`config.mk`:
```
export PLATFORM = sky130hd
export DESIGN_NAME = break_ctrl
export DESIGN_NICKNAME = d
export VERILOG_FILES = /design/src/rtl/break_ctrl.sv
export SDC_FILE = /design/constraint.sdc
export NUM_CORES = 1
export LEC_CHECK = 0
export ABC_CLOCK_PERIOD_IN_PS = 4100
export CORE_UTILIZATION = 58
export CTS_BUF_LIST = sky130_fd_sc_hd__clkbuf_8
export DETAILED_ROUTE_END_ITERATION = 7
export PLACE_DENSITY = 0.86
export SYNTH_ARGS = -nofsm -noshare
export SYNTH_HDL_FRONTEND = slang
export SYNTH_SLANG_ARGS = --single-unit
export TNS_END_PERCENT = 50
```
`constraint.sdc`:
```
create_clock -name clk -period 4.1 [get_ports clk]
set_clock_uncertainty 0.15 [all_clocks]
set_input_delay 0.82 -clock clk [delete_from_list [all_inputs] [get_ports clk]]
set_output_delay 0.82 -clock clk [all_outputs]
set_load 0.02 [all_outputs]
```
`src/rtl/break_ctrl.sv`:
```
// Host debug controller for the break unit: config registers, halt/continue
// sequencing, and hit-count breakpoints that auto-continue a set number of times.
module break_ctrl #(
  parameter int CONT_CYCLES = 2,
  parameter int HIT_W       = 16
) (
  input  logic        clk,
  input  logic        reset,
  input  logic [2:0]  reg_addr,
  input  logic [31:0] reg_wdata,
  input  logic        reg_we,
  input  logic        reg_re,
  output logic [31:0] reg_rdata,
  output logic        reg_rvalid,
  input  logic        stop_clk,
  output logic [31:0] inst_break,
  output logic [31:0] data_break,
  output logic        inst_break_pc_en,
  output logic        inst_break_en,
  output logic        data_break_rd_en,
  output logic        data_break_wr_en,
  output logic        break_continue,
  output logic        halt_irq
);

  localparam int CW = (CONT_CYCLES > 2) ? $clog2(CONT_CYCLES) : 1;
  localparam logic [CW-1:0] CNT_LAST = CW'(CONT_CYCLES - 1);

  typedef enum logic [1:0] {
    RUN    = 2'd0,
    HALTED = 2'd1,
    CONT   = 2'd2
  } state_t;

  state_t          state;
  logic [3:0]      ctrl;
  logic [HIT_W-1:0] skip_reload;
  logic [HIT_W-1:0] skip_rem;
  logic [HIT_W-1:0] hit_count;
  logic            cont_fail;
  logic [CW-1:0]   cont_cnt;
  logic            seen_low;

  logic [31:0] rd_mux;
  logic [15:0] hits16;
  logic        cmd_go;

  assign inst_break_pc_en = ctrl[0];
  assign inst_break_en    = ctrl[1];
  assign data_break_rd_en = ctrl[2];
  assign data_break_wr_en = ctrl[3];

  assign hits16 = 16'(hit_count);
  assign cmd_go = reg_we && (reg_addr == 3'd4) && reg_wdata[0];

  always_comb begin
    rd_mux = '0;
    case (reg_addr)
      3'd0: rd_mux = {28'b0, ctrl};
      3'd1: rd_mux = inst_break;
      3'd2: rd_mux = data_break;
      3'd3: rd_mux = 32'(skip_reload);
      3'd5: rd_mux = {hits16, 13'b0,
                      state == CONT,
                      cont_fail,
                      state == HALTED};
      default: rd_mux = '0;
    endcase
  end

  always_ff @(posedge clk) begin
    if (reset) begin
      state          <= RUN;
      ctrl           <= '0;
      inst_break     <= '0;
      data_break     <= '0;
      skip_reload    <= '0;
      skip_rem       <= '0;
      hit_count      <= '0;
      cont_fail      <= 1'b0;
      cont_cnt       <= '0;
      seen_low       <= 1'b0;
      break_continue <= 1'b0;
      halt_irq       <= 1'b0;
      reg_rdata      <= '0;
      reg_rvalid     <= 1'b0;
    end else begin
      halt_irq   <= 1'b0;
      reg_rvalid <= reg_re;
      if (reg_re)
        reg_rdata <= rd_mux;

      case (state)
        RUN: begin
          if (stop_clk) begin
            if (hit_count != '1)
              hit_count <= hit_count + 1'b1;
            if (skip_rem != '0) begin
              skip_rem       <= skip_rem - 1'b1;
              state          <= CONT;
              break_continue <= 1'b1;
              cont_cnt       <= '0;
              seen_low       <= 1'b0;
            end else begin
              state    <= HALTED;
              halt_irq <= 1'b1;
            end
          end
        end
        HALTED: begin
          if (cmd_go) begin
            skip_rem       <= skip_reload;
            state          <= CONT;
            break_continue <= 1'b1;
            cont_cnt       <= '0;
            seen_low       <= 1'b0;
          end
        end
        CONT: begin
          // stop_clk must drop at least once, or the core never resumed
          if (cont_cnt == CNT_LAST) begin
            break_continue <= 1'b0;
            if (seen_low || !stop_clk) begin
              state <= RUN;
            end else begin
              cont_fail <= 1'b1;
              state     <= HALTED;
              halt_irq  <= 1'b1;
            end
          end else begin
            cont_cnt <= cont_cnt + 1'b1;
            seen_low <= seen_low | ~stop_clk;
          end
        end
        default: begin
          state          <= RUN;
          break_continue <= 1'b0;
        end
      endcase

      // host writes land after the hit evaluation above
      if (reg_we) begin
        case (reg_addr)
          3'd0: ctrl       <= reg_wdata[3:0];
          3'd1: inst_break <= reg_wdata;
          3'd2: data_break <= reg_wdata;
          3'd3: begin
            skip_reload <= reg_wdata[HIT_W-1:0];
            skip_rem    <= reg_wdata[HIT_W-1:0];
          end
          3'd5: begin
            cont_fail <= 1'b0;
            hit_count <= '0;
          end
          default: ;
        endcase
      end
    end
  end

endmodule

```
==> flow_metrics.tcl, run 1 <==
set metrics [dict create \
    status "finished clean" \
    grt_max_degree 63 \
    max_clock_freq_mhz 357 \
    hp-class "register to register" \
    seq_power_share_pct 47.9 \
    worst-slew-pin-transition_ns 0.855 \
    fin_total_pwr_w 0.00366 \
    drive_gt1_share_pct 7.74 \
    r2r_start "state[1]" \
    regToRegSetupSlack_ns 1.42 \
    synth_edf_count 0 \
    synth_cells 936 \
    min_from "inst_break[29]" \
    synth_seq_cells 156 \
    synth_common_cells "nand2_1 (196), dfxtp_1 (156), a21oi_1 (122)" \
    synth.yosys.seq_area_share_pct 42.2 \
    synth_area_mm2 0.00740 \
    wl_per_cell_um 18.5 \
    ys.flop_type "dfxtp_1" \
    startpoint_type "primary input" \
    power_density_mw_per_mm2 396 \
    cts_tree "done" \
    overflow 0 \
    track_usage_pct 35.1 \
    path_cells "clkdlybuf4s50_1, buf_4, nor2b_1, and2_1, buf_12, nand2_1, a21oi_1" \
    fin_crit_sh_pct 68.3 \
    ant_nets 0 \
    syn_nets 979 \
    endpoint_kind "register" \
    cts_setup_buffers 0 \
    hold_depth 2 \
    setup_viol 0 \
    cts.sinks 156 \
    hpwl_um 16200 \
    cts.repair.resized 0 \
    hold_viol 0 \
    vdd_ir_drop_max_mv 0.356 \
    routed_via_density 6.06 \
    root_buffer "clkbuf_8" \
    via_count 7438 \
    clockBufferDepth 2 \
    die_height_um 115 \
    dieArea_mm2 0.0132 \
    drc 0 \
    area.growth.synth_to_final_pct 24.9 \
    finalWorstSetupSlack_ns 1.30 \
    critPathRequiredTime_ns 4.32 \
    cp_max_fo 21 \
    whs_ns 0.326 \
    relSlewSlack_pct 42.9 \
    grt-busiest-layer "met1" \
    yosys.area.top_type "dfxtp_1" \
    r2r_end "skip_rem[9]" \
    ios 143 \
    numCtsBuffers 17 \
    yosys_warnings 0 \
    cp-startpoint "reg_addr[0]" \
    avgSynthCellArea_um2 7.91 \
    p_sw_w 0.00124 \
    path_clk_slew_ns 0.09 \
    diodes 0 \
    reg2reg_depth 5 \
    initial_core_util_pct 60.6 \
    comb_power_share_pct 24.3 \
    h-tree-depth 4 \
    finalSetupTns_ns 0 \
    crit_arrival_ns 3.03 \
    routabilityCongestion 0.943 \
    fill_cells 956 \
    fin_crit_ns 2.80 \
    hold_path_end "inst_break[29]" \
    async_flop_share_pct 0 \
    clk_latency_ns 0.45 \
    maxCapViolations 0 \
    met2_usage_pct 50.8 \
    grt_pass1_wl_um 35900 \
    synthTopCellsByArea "dfxtp_1 (42%), nand2_1 (9.9%), a21oi_1 (8.2%), nor2_1 (3.8%), mux2i_1 (3.4%)" \
    drt-initial-drc-count 840 \
    synth_most_common_cell "nand2_1" \
    power.share.clock_pct 27.8 \
    synth_top_area_share_pct 42.2 \
    met1_usage_pct 51.0 \
    cp_slowest_cell "clkdlybuf4s50_1" \
    fin_util_pct 75.7 \
    ys_types 61 \
    port_buffers 142 \
    grt_pass1_vias 6755 \
    rows 40 \
    cp_slowest_stage_delay_ns 0.70 \
    p_leak_nw 3.21 \
    slew_viol_final 0 \
    nets 1090 \
    crit_type "primary input to register" \
    ctsHoldBuffers 0 \
    antenna_found_initial 0 \
    rsz0062_at_grt "no" \
    preCtsSetupSlack_ns 0.904 \
    routed_wl_um 22700 \
    drt_pass1_iterations 5 \
    switching_share_pct 34.0 \
    core_mm2 0.0122 \
    die_x_um 115 \
    met3_usage_pct 9.44 \
    internal-power_w 0.00242 \
]
## worst max-delay path: cells and delay by family
family | cells | cell delay, ns
buf+inv | 3 | 1.27
simple gates | 3 | 0.76
compound gates | 1 | 0.16
## stage by stage
stage | area, um^2 | instances
after CTS | 9250 | 1228
after global placement | 8910 | 1196
after floorplan | 7400 | 936
after global routing | 9250 | 1228
after detailed placement | 8910 | 1196
final | 9250 | 1228
## worst max path at each step
stage,slack [ns],end,cells past startpoint
floorplan,1.54,skip_rem[9],5
global placement,0.98,skip_rem[9],6
detailed placement,0.90,skip_rem[11],6
CTS,1.38,skip_rem[11],6
global route,1.26,skip_rem[15],6
finish,1.30,data_break[12],7
## layer usage
layer | vias to the layer above | wire (um)
li1 | 3497 | -
met1 | 3482 | 10200
met2 | 416 | 9750
met3 | 43 | 2270
met4 | 0 | 459
met5 | - | 0
## layout by cell type (no fill, tap or decap), types with 4 or more instances in the layout
master / n
a211oi_1: 8
clkdlybuf4s50_1: 141
nand2b_1: 6
and2_1: 4
nor2b_1: 36
nor2_1: 73
a311oi_1: 4
a221oi_1: 7
o31a_1: 5
and4_1: 4
nand4_1: 8
inv_1: 13
clkbuf_8: 19
xor2_1: 8
o21ai_0: 40
dfxtp_1: 156
nand2_1: 196
a21oi_1: 122
nor3_1: 21
nand3_1: 17
mux2_2: 13
a22o_1: 19
o22ai_1: 4
nor4_1: 14
buf_4: 19
mux2i_1: 25
nor3b_1: 4
and3_1: 6
## cell families (layout without fill, tap and decap cells)
group / Yosys count / count (layout) / synth area share [%]
buf+inv: 79 / 203 / 4.34
mux: 42 / 42 / 6.42
compound gates: 234 / 234 / 19.1
flops: 156 / 156 / 42.2
simple gates: 414 / 414 / 26.5
xor+xnor: 8 / 8 / 0.946
fa+ha+maj: 3 / 3 / 0.507
## state kept, by name (all words and copies together) (netlist names)
register / cells
break_continue: 1
hit_count: 16
inst_break: 32
cont_fail: 1
data_break: 32
ctrl: 4
state: 2
skip_rem: 16
skip_reload: 16
halt_irq: 1
seen_low: 1
reg_rvalid: 1
reg_rdata: 32
cont_cnt: 1
## power by group through the flow
stage                     clock [W]  sequential, W  combinational [W]
after global placement            0        0.00178           0.000865
after floorplan                   0        0.00173           0.000656
after global routing        0.00109        0.00176           0.000966
final                       0.00102        0.00175           0.000889
after CTS                   0.00102        0.00174           0.000874
after detailed placement          0        0.00178           0.000870
## cell type report
type / instances / area, um^2 / share of cell area [%]
Multi-Input combinational cell: 701 / 3960 / 42.8
Sequential cell: 156 / 3120 / 33.8
Timing Repair Buffer: 161 / 1570 / 17.0
Clock buffer: 19 / 262 / 2.83
Tap cell: 168 / 210 / 2.27
Clock inverter: 13 / 78.8 / 0.852
Inverter: 10 / 37.5 / 0.406
(Power assumes the default switching activity.)
==> run 2, diff against run 1 <==
--- a/config.mk
+++ b/config.mk
@@ -5,11 +5,11 @@
 export SDC_FILE = /design/constraint.sdc
 export NUM_CORES = 1
 export LEC_CHECK = 0
-export ABC_CLOCK_PERIOD_IN_PS = 4100
-export CORE_UTILIZATION = 58
+export ABC_CLOCK_PERIOD_IN_PS = 2700
+export CORE_UTILIZATION = 54
 export CTS_BUF_LIST = sky130_fd_sc_hd__clkbuf_8
 export DETAILED_ROUTE_END_ITERATION = 7
-export PLACE_DENSITY = 0.86
+export PLACE_DENSITY = 0.81
 export SYNTH_ARGS = -nofsm -noshare
 export SYNTH_HDL_FRONTEND = slang
 export SYNTH_SLANG_ARGS = --single-unit
==> constraint.sdc (replaced) <==
create_clock -name clk -period 2.7 [get_ports clk]
set_clock_uncertainty 0.15 [all_clocks]
set_input_delay 0.54 -clock clk [delete_from_list [all_inputs] [get_ports clk]]
set_output_delay 0.54 -clock clk [all_outputs]
set_load 0.02 [all_outputs]
==> flow_metrics.tcl, run 2 (synthesized netlist as in run 1, its figures left out) <==
set metrics [dict create \
    status "finished clean" \
    die_x_um 119 \
    rsz0062_at_grt "no" \
    cts.sinks 156 \
    grt-busiest-layer "met1" \
    die_height_um 119 \
    setup_viol 0 \
    clk_latency_ns 0.45 \
    port_buffers 142 \
    nets 1120 \
    met1_usage_pct 46.2 \
    root_buffer "clkbuf_8" \
    grt_pass1_wl_um 35200 \
    reg_top3 "data_break x32, inst_break x32, reg_rdata x32" \
    routed_wl_um 22100 \
    final_cell_mix "nand2_1 (196), dfxtp_1 (156), clkdlybuf4s50_1 (141), a21oi_1 (122), nor2_1 (73)" \
    endpoint_kind "register" \
    hp-class "register to register" \
    diodes 0 \
    path_clk_slew_ns 0.08 \
    ant_nets 0 \
    vdd_ir_drop_max_mv 0.355 \
    overflow 0 \
    met3_usage_pct 8.62 \
    met2_usage_pct 43.9 \
    whs_ns 0.322 \
    cts_tree "done" \
    fin_crit_sh_pct 88.1 \
    mostFrequentLayoutCell "nand2_1" \
    cp_max_fo 4 \
    core_mm2 0.0133 \
    crit_type "primary input to register" \
    p_leak_nw 3.38 \
    fin_total_pwr_w 0.00575 \
    finalSetupTns_ns 0 \
    ios 143 \
    hpwl_um 15800 \
    numCtsBuffers 17 \
    routed_via_density 5.96 \
    grt_pass1_vias 6572 \
    crit_arrival_ns 2.60 \
    h-tree-depth 4 \
    drc 0 \
    startpoint_type "primary input" \
    critPathRequiredTime_ns 2.92 \
    grt_max_degree 64 \
    max_clock_freq_mhz 420 \
    power_density_mw_per_mm2 604 \
    dieArea_mm2 0.0142 \
    area.growth.synth_to_final_pct 28.5 \
    drt-initial-drc-count 769 \
    via_count 7538 \
    slew_viol_final 0 \
    drt_pass1_iterations 7 \
    wl_per_cell_um 17.5 \
    ctsHoldBuffers 0 \
    antenna_found_initial 0 \
    clockBufferDepth 2 \
    initial_core_util_pct 55.7 \
    hold_viol 0 \
    relSlewSlack_pct 32.2 \
    routabilityCongestion 0.943 \
    cts_setup_buffers 0 \
    fin_crit_ns 2.38 \
    worst-slew-pin-transition_ns 1.01 \
    drive_gt1_share_pct 10.2 \
    cts.repair.resized 0 \
    fill_cells 1086 \
    maxCapViolations 0 \
    track_usage_pct 31.5 \
    rows 42 \
]
run 2: critical path, stage by stage:
cell             delay, ns
clkdlybuf4s50_1       0.49
or3b_2                0.51
or3_4                 0.37
nor4_4                0.14
mux2_1                0.34
a211oi_1              0.21
run 2: per-stage QoR:
stage          utilization (%)  cell area (um^2)  std cells  setup slack (ns)
2_1_floorplan                -              7400        936             0.421
3_3_place_gp              68.9              9160       1234           -0.0914
3_5_place_dp              68.9              9160       1234            -0.141
4_1_cts                   71.6              9520       1264             0.322
5_1_grt                   71.6              9520       1264             0.143
6_report                  71.6              9520       1264             0.320
run 2: layer usage:
metal,vias up,wire length [um]
met4,0,630
met1,3525,9890
li1,3561,-
met5,-,0
met2,405,9310
met3,47,2280
run 2: worst paths after layout:
path	endpoint	cells after the start	start	slack, ns
min	inst_break[8]	2	inst_break[8]	0.32
max	skip_rem[9]	6	stop_clk	0.32
min reg2reg	inst_break[8]	2	inst_break[8]	0.32
max reg2reg	skip_rem[9]	5	skip_rem[2]	0.35
run 2: power breakdown:
part | internal (W) | switching (W) | leakage (nW)
sequential | 0.00243 | 0.000201 | 1.26
clock | 0.000805 | 0.000833 | 0.198
combinational | 0.000657 | 0.000820 | 1.92
run 2: layout make-up:
cell class | count | area [um^2] | share of cell area (%)
clock inverter | 9 | 72.6 | 0.763
sequential | 156 | 3120 | 32.8
inverter | 10 | 37.5 | 0.394
timing repair buffer | 191 | 1810 | 19.0
clock buffer | 21 | 289 | 3.04
multi-input combinational | 701 | 3960 | 41.6
tap | 176 | 220 | 2.31
